[config.mk]
export PLATFORM = sky130hd
export DESIGN_NAME = alu_rx_sequencer_flat
export DESIGN_NICKNAME = d
export VERILOG_FILES = /design/src/rtl/alu_rx_sequencer_if.sv /design/src/rtl/alu_rx_sequencer.sv /design/src/flat_wrapper.sv
export SDC_FILE = /design/constraint.sdc
export NUM_CORES = 1
export LEC_CHECK = 0
export ABC_AREA = 1
export BUFFER_PORTS_ARGS = -buffer_cell sky130_fd_sc_hd__buf_2
export CORE_UTILIZATION = 46
export CTS_BUF_LIST = sky130_fd_sc_hd__clkbuf_8
export CTS_CLUSTER_DIAMETER = 120
export DETAILED_ROUTE_END_ITERATION = 6
export PLACE_DENSITY = 0.78
export SETUP_SLACK_MARGIN = 0.02
export SLEW_MARGIN = 20
export SYNTH_ARGS = -nofsm -noshare
export SYNTH_HDL_FRONTEND = slang
export SYNTH_SLANG_ARGS = --single-unit
export TNS_END_PERCENT = 50
[constraint.sdc]
create_clock -name clk -period 1.1 [get_ports clk]
set_input_delay 0.11 -clock clk [delete_from_list [all_inputs] [get_ports clk]]
set_output_delay 0.11 -clock clk [all_outputs]
set_load 0.01 [all_outputs]
[src/rtl/alu_rx_sequencer_if.sv]
// ---------------------------------------------------------------------------
// alu_rx_sequencer_if
// Bundles every non-clock/reset signal of alu_rx_sequencer.
//   i_rx_data/i_rx_valid  : byte stream from the UART receiver (no backpressure)
//   o_alu_a/o_alu_b/o_alu_op : registered operands and opcode toward the ALU
//   i_alu_result          : combinational ALU result
//   o_res_data/o_res_valid/i_res_ready : result handshake toward the transmitter
//   o_err/o_overrun/o_busy: status (error pulse, dropped-byte pulse, busy level)
// Modport slave is the sequencer's view; master is the surrounding system's.
// ---------------------------------------------------------------------------
interface alu_rx_sequencer_if #(
  parameter int NB_DATA = 8,
  parameter int NB_OP   = 6
);
  logic [NB_DATA-1:0] i_rx_data;
  logic               i_rx_valid;
  logic [NB_DATA-1:0] o_alu_a;
  logic [NB_DATA-1:0] o_alu_b;
  logic [NB_OP-1:0]   o_alu_op;
  logic [NB_DATA-1:0] i_alu_result;
  logic [NB_DATA-1:0] o_res_data;
  logic               o_res_valid;
  logic               i_res_ready;
  logic               o_err;
  logic               o_overrun;
  logic               o_busy;

  modport slave (
    input  i_rx_data, i_rx_valid, i_alu_result, i_res_ready,
    output o_alu_a, o_alu_b, o_alu_op, o_res_data, o_res_valid,
           o_err, o_overrun, o_busy
  );

  modport master (
    output i_rx_data, i_rx_valid, i_alu_result, i_res_ready,
    input  o_alu_a, o_alu_b, o_alu_op, o_res_data, o_res_valid,
           o_err, o_overrun, o_busy
  );
endinterface

[src/rtl/alu_rx_sequencer.sv]
// ---------------------------------------------------------------------------
// alu_rx_sequencer
// Collects three bytes (operand A, operand B, opcode) from the receive
// stream, presents them to the combinational ALU from registers, captures
// the result one cycle later and offers it on a valid/ready handshake.
// Ports:
//   clk    : system clock, rising edge
//   rst_n  : synchronous reset, active low
//   bus    : alu_rx_sequencer_if.slave (rx stream, ALU lanes, result
//            handshake, o_err / o_overrun pulses, o_busy level)
// Parameters: NB_DATA operand width, NB_OP opcode width, TIMEOUT idle
// cycles tolerated between bytes of one frame (>= 2).
// ---------------------------------------------------------------------------
module alu_rx_sequencer #(
  parameter int NB_DATA = 8,
  parameter int NB_OP   = 6,
  parameter int TIMEOUT = 1000
) (
  input  logic                clk,
  input  logic                rst_n,
  alu_rx_sequencer_if.slave   bus
);

  localparam int CNT_W   = (TIMEOUT > 2) ? $clog2(TIMEOUT) : 1;
  localparam int N_LEGAL = 8;
  // ADD, SUB, SRL, SRA, AND, OR, XOR, NOR; only the low NB_OP bits matter.
  localparam logic [N_LEGAL*8-1:0] LEGAL_OPS =
    {8'h20, 8'h22, 8'h02, 8'h03, 8'h24, 8'h25, 8'h26, 8'h27};

  typedef enum logic [2:0] {
    WAIT_A,
    WAIT_B,
    WAIT_OP,
    EXEC,
    SEND
  } state_t;

  state_t             state_q, state_d;
  logic [NB_DATA-1:0] alu_a_q, alu_a_d;
  logic [NB_DATA-1:0] alu_b_q, alu_b_d;
  logic [NB_OP-1:0]   alu_op_q, alu_op_d;
  logic [NB_DATA-1:0] res_data_q, res_data_d;
  logic               res_valid_q, res_valid_d;
  logic               err_q, err_d;
  logic               overrun_q, overrun_d;
  logic [CNT_W-1:0]   cnt_q, cnt_d;

  logic [NB_OP-1:0]   rx_op;
  logic [N_LEGAL-1:0] op_hit;
  logic               op_legal;
  logic               timeout_hit;

  assign rx_op = bus.i_rx_data[NB_OP-1:0];

  // One comparator per legal opcode; any hit makes the opcode byte legal.
  generate
    for (genvar gi = 0; gi < N_LEGAL; gi++) begin : g_op_match
      assign op_hit[gi] = (rx_op == LEGAL_OPS[gi*8 +: NB_OP]);
    end
  endgenerate

  assign op_legal    = |op_hit;
  assign timeout_hit = (cnt_q == CNT_W'(TIMEOUT - 1));

  always_comb begin
    state_d     = state_q;
    alu_a_d     = alu_a_q;
    alu_b_d     = alu_b_q;
    alu_op_d    = alu_op_q;
    res_data_d  = res_data_q;
    res_valid_d = res_valid_q;
    err_d       = 1'b0;
    overrun_d   = 1'b0;
    cnt_d       = '0;

    case (state_q)
      WAIT_A: begin
        if (bus.i_rx_valid) begin
          alu_a_d = bus.i_rx_data;
          state_d = WAIT_B;
        end
      end

      WAIT_B: begin
        // A byte on the timeout cycle still wins over the timeout.
        if (bus.i_rx_valid) begin
          alu_b_d = bus.i_rx_data;
          state_d = WAIT_OP;
        end else if (timeout_hit) begin
          err_d   = 1'b1;
          state_d = WAIT_A;
        end else begin
          cnt_d = cnt_q + CNT_W'(1);
        end
      end

      WAIT_OP: begin
        if (bus.i_rx_valid) begin
          if (op_legal) begin
            alu_op_d = rx_op;
            state_d  = EXEC;
          end else begin
            err_d   = 1'b1;
            state_d = WAIT_A;
          end
        end else if (timeout_hit) begin
          err_d   = 1'b1;
          state_d = WAIT_A;
        end else begin
          cnt_d = cnt_q + CNT_W'(1);
        end
      end

      EXEC: begin
        // ALU inputs have been stable from registers for this whole cycle.
        res_data_d  = bus.i_alu_result;
        res_valid_d = 1'b1;
        overrun_d   = bus.i_rx_valid;
        state_d     = SEND;
      end

      SEND: begin
        // Bytes are dropped here, including on the handshake cycle itself.
        overrun_d = bus.i_rx_valid;
        if (bus.i_res_ready) begin
          res_valid_d = 1'b0;
          state_d     = WAIT_A;
        end
      end

      default: begin
        state_d = WAIT_A;
      end
    endcase
  end

  always_ff @(posedge clk) begin
    if (!rst_n) begin
      state_q     <= WAIT_A;
      alu_a_q     <= '0;
      alu_b_q     <= '0;
      alu_op_q    <= '0;
      res_data_q  <= '0;
      res_valid_q <= 1'b0;
      err_q       <= 1'b0;
      overrun_q   <= 1'b0;
      cnt_q       <= '0;
    end else begin
      state_q     <= state_d;
      alu_a_q     <= alu_a_d;
      alu_b_q     <= alu_b_d;
      alu_op_q    <= alu_op_d;
      res_data_q  <= res_data_d;
      res_valid_q <= res_valid_d;
      err_q       <= err_d;
      overrun_q   <= overrun_d;
      cnt_q       <= cnt_d;
    end
  end

  assign bus.o_alu_a     = alu_a_q;
  assign bus.o_alu_b     = alu_b_q;
  assign bus.o_alu_op    = alu_op_q;
  assign bus.o_res_data  = res_data_q;
  assign bus.o_res_valid = res_valid_q;
  assign bus.o_err       = err_q;
  assign bus.o_overrun   = overrun_q;
  assign bus.o_busy      = (state_q == EXEC) || (state_q == SEND);

endmodule
[src/flat_wrapper.sv]
// flat-port wrapper written by rule: the top's interface ports become plain ports
module alu_rx_sequencer_flat 
#(
  parameter int NB_DATA = 8,
  parameter int NB_OP   = 6,
  parameter int TIMEOUT = 1000
)
  (clk, rst_n, bus_i_rx_data, bus_i_rx_valid, bus_i_alu_result, bus_i_res_ready, bus_o_alu_a, bus_o_alu_b, bus_o_alu_op, bus_o_res_data, bus_o_res_valid, bus_o_err, bus_o_overrun, bus_o_busy);
  alu_rx_sequencer_if #(.NB_DATA(NB_DATA), .NB_OP(NB_OP)) bus_i ();
  input  logic clk;
  input  logic rst_n;
  input wire logic [$bits(bus_i.i_rx_data)-1:0] bus_i_rx_data;
  input wire logic [$bits(bus_i.i_rx_valid)-1:0] bus_i_rx_valid;
  input wire logic [$bits(bus_i.i_alu_result)-1:0] bus_i_alu_result;
  input wire logic [$bits(bus_i.i_res_ready)-1:0] bus_i_res_ready;
  output wire logic [$bits(bus_i.o_alu_a)-1:0] bus_o_alu_a;
  output wire logic [$bits(bus_i.o_alu_b)-1:0] bus_o_alu_b;
  output wire logic [$bits(bus_i.o_alu_op)-1:0] bus_o_alu_op;
  output wire logic [$bits(bus_i.o_res_data)-1:0] bus_o_res_data;
  output wire logic [$bits(bus_i.o_res_valid)-1:0] bus_o_res_valid;
  output wire logic [$bits(bus_i.o_err)-1:0] bus_o_err;
  output wire logic [$bits(bus_i.o_overrun)-1:0] bus_o_overrun;
  output wire logic [$bits(bus_i.o_busy)-1:0] bus_o_busy;
  assign bus_i.i_rx_data = bus_i_rx_data;
  assign bus_i.i_rx_valid = bus_i_rx_valid;
  assign bus_i.i_alu_result = bus_i_alu_result;
  assign bus_i.i_res_ready = bus_i_res_ready;
  assign bus_o_alu_a = bus_i.o_alu_a;
  assign bus_o_alu_b = bus_i.o_alu_b;
  assign bus_o_alu_op = bus_i.o_alu_op;
  assign bus_o_res_data = bus_i.o_res_data;
  assign bus_o_res_valid = bus_i.o_res_valid;
  assign bus_o_err = bus_i.o_err;
  assign bus_o_overrun = bus_i.o_overrun;
  assign bus_o_busy = bus_i.o_busy;
  alu_rx_sequencer #(.NB_DATA(NB_DATA), .NB_OP(NB_OP), .TIMEOUT(TIMEOUT)) u_core (.clk(clk), .rst_n(rst_n), .bus(bus_i));
endmodule
==> reports/metrics.cfg <==
[synth]
synth-seq-cells = 46
synth_edf_count = 0
async_reset_ff_frac = 0
synth.avg_cell_area_um2 = 7.89
synth_top_area_frac = 0.505
yosys_warnings = 0
yosysMostFrequentCell = nor2_1
synth_ff_type = dfxtp_1
synth_area_leaders = dfxtp_1 (51%), nor2_1 (10%), o21ai_0 (7.4%)
yosys.area.top_type = dfxtp_1
postSynthNetCount = 252
synth_cells = 231
syn-cell-area_mm2 = 0.00182
yosys.cell_types.count = 30
synth.top_cells.by_count = nor2_1 (50), dfxtp_1 (46), nand2_1 (28)
yosysSeqAreaShare = 0.505

[routing]
drtIter0Drc = 208
ant_nets = 0
drc = 0
drtPass1Iterations = 4
via_count = 1959
wl_mm = 5.52
avgRoutedWirePerCell_um = 14.7
vias_per_cell = 5.21

[clock_tree]
clk_pin_slew_ns = 0.09
cts_hold_buf = 0
clock-root-buffer = clkbuf_8
cts_buffer_depth = 2
htree_levels = 2
cts_tree = yes
clk_latency_ns = 0.30
cts_sinks = 46
numCtsBuffers = 5

[global_route]
grt_pass1_wl_mm = 7.76
grt_pass1_vias = 1801
grt_overflow = 0
grt_usage = 0.241
antenna_found_initial = 0
grt_max_degree = 30

[place]
port_buffers = 53
dpl.hpwl_mm = 3.09
dpl-instance-area_mm2 = 0.00238
placedCellCount = 356
gp_congestion = 0.901

[worst_setup_path]
path_class = reg2reg
r2r_setup_slack_ns = -0.22
cp_num_buf_inv = 2
cp.arrival_ns = 1.56
startpoint_type = flip-flop
max_stage_delay_ns = 0.39
end_kind = flip-flop
cp_slowest_cell = dfxtp_4
cp.required_ns = 1.34
crit_path_cell_trace = inv_4, nor2_2, nand2_2, a21oi_4, buf_4, nand3_4, a21oi_1
path_max_fanout = 5
crit_family = flip-flops

[sta]
final_hold_viol_count = 0
hold_ws_ns = 0.0275
skew_ns = 0.00970
slew_viol_final = 0
slew_headroom = 0.790
period_minus_slack_ns = 1.32
worst_pin_slew_ns = 0.314
rsz0062_at_grt = true
timing.final.ws_setup_ns = -0.216
finalCritPeriodShare = 1.20
setup_viol = 39
max_freq_ghz = 0.760

[cells_and_area]
area_growth_pct = 56.9
final_cells = 376
n_fill_cell = 248
num_antenna_cells = 0
final_nets = 348
regArea_um2 = 940
finalInstanceArea_mm2 = 0.00286
drive_gt1_frac = 0.509
multi_input_area_mm2 = 0.00105
fin_util = 0.769

[floorplan]
die_area_mm2 = 0.00422
start_util = 0.490
die_x_um = 64.9
rows = 22
io_pins = 54
core_mm2 = 0.00372
chipHeight_um = 64.9

[power]
total_power_w = 0.00349
p_leak_nw = 1.28
peakVddDrop_uv = 935
p_per_area_mw_per_mm2 = 1220

[worst_hold_path]
min_path_type = in2reg

[status]
violations = negative setup slack
status = complete, but fails checks

[run]
maxCapViolations = 0

==> layout make-up <==
cell class                 count  share of cell area
clock inverter                 3              0.0144
inverter                      24              0.0377
multi-input combinational    159               0.369
tap                           48              0.0210
sequential                    46               0.329
clock buffer                   5              0.0241
timing repair inverter         1             0.00263
timing repair buffer          90               0.202
==> where the power goes <==
| group | internal [W] | total (W) | switching [W] |
|---|---|---|---|
| sequential | 0.00172 | 0.00176 | 0.0000382 |
| clock | 0.000669 | 0.00124 | 0.000574 |
| combinational | 0.000212 | 0.000490 | 0.000278 |
==> final timing paths <==
| path | startpoint | end | cells past startpoint |
|---|---|---|---|
| setup / recovery | u_core.state_q[0] | u_core.cnt_q[4] | 7 |
| hold / removal | bus_i_alu_result[6] | u_core.bus.o_res_data[6] | 3 |
| setup reg to reg | u_core.state_q[0] | u_core.cnt_q[4] | 7 |
| hold reg to reg | u_core.bus.o_alu_op[3] | u_core.bus.o_alu_op[3] | 2 |
==> layout by cell type, fill, tap and decap left out, types with 2 or more instances in the layout <==
cell / instances
xor2_1: 2
buf_6: 6
nand3_4: 7
nor4_2: 2
inv_1: 17
a21oi_1: 11
nor3b_2: 2
nand3b_1: 2
o21ai_1: 14
nor2_4: 6
dfxtp_2: 6
dfxtp_1: 37
dfxtp_4: 3
clkbuf_8: 5
buf_4: 30
buf_2: 53
nand3_1: 4
inv_4: 4
nor2_2: 7
o21ai_2: 5
nand4_1: 2
nand2_4: 2
nor3_1: 2
nand2_2: 6
inv_2: 3
nand2_1: 21
nor3_4: 2
clkinvlp_4: 2
o21ai_0: 9
nor2_1: 38
a21oi_2: 7
==> metal layers <==
layer,routed length (um),part of all wire,GRT usage,vias to the layer above
li1,-,-,-,949
met1,2170,0.39,0.270,914
met2,2880,0.52,0.427,78
met3,307,0.056,0.0599,18
met4,165,0.030,0.103,0
met5,0,0,0,-
==> registers in the layout, summed over array words and instances (netlist names) <==
register                count
u_core.cnt_q               10
u_core.bus.o_alu_a          8
u_core.bus.o_alu_b          8
u_core.bus.o_res_data       8
u_core.bus.o_alu_op         6
u_core.state_q              3
u_core.bus.o_err            1
u_core.bus.o_overrun        1
u_core.bus.o_res_valid      1
==> tightest hold or removal path: cells and delay by family <==
family / cells / cell delay (ns)
buf+inv: 1 / 0.07
simple gates: 2 / 0.11
==> cells by family after synthesis <==
kind of cell / count (synthesis) / synth area share
adder cells (fa/ha/maj): 1 / 0.00687
flip-flops: 46 / 0.505
AO/OA/AOI/OAI: 49 / 0.138
buffers and inverters: 28 / 0.0598
XOR/XNOR: 2 / 0.00962
AND/OR/NAND/NOR: 105 / 0.280
==> repair_timing <==
action                                  CTS  global route
resized for setup                        45            45
endpoints found under the setup margin   33            45
pin swaps                                13            16
gates cloned                              3             0
buffers inserted                          5             4
==> stage by stage <==
step           worst slack (ns)  TNS [ns]
6_report                 -0.216     -4.33
2_1_floorplan           0.00363         0
3_5_place_dp             -0.108     -1.41
3_3_place_gp            -0.0954    -0.735
4_1_cts                  -0.177     -2.88
5_1_grt                  -0.272     -6.58
Power figures use the tool's default switching activity.
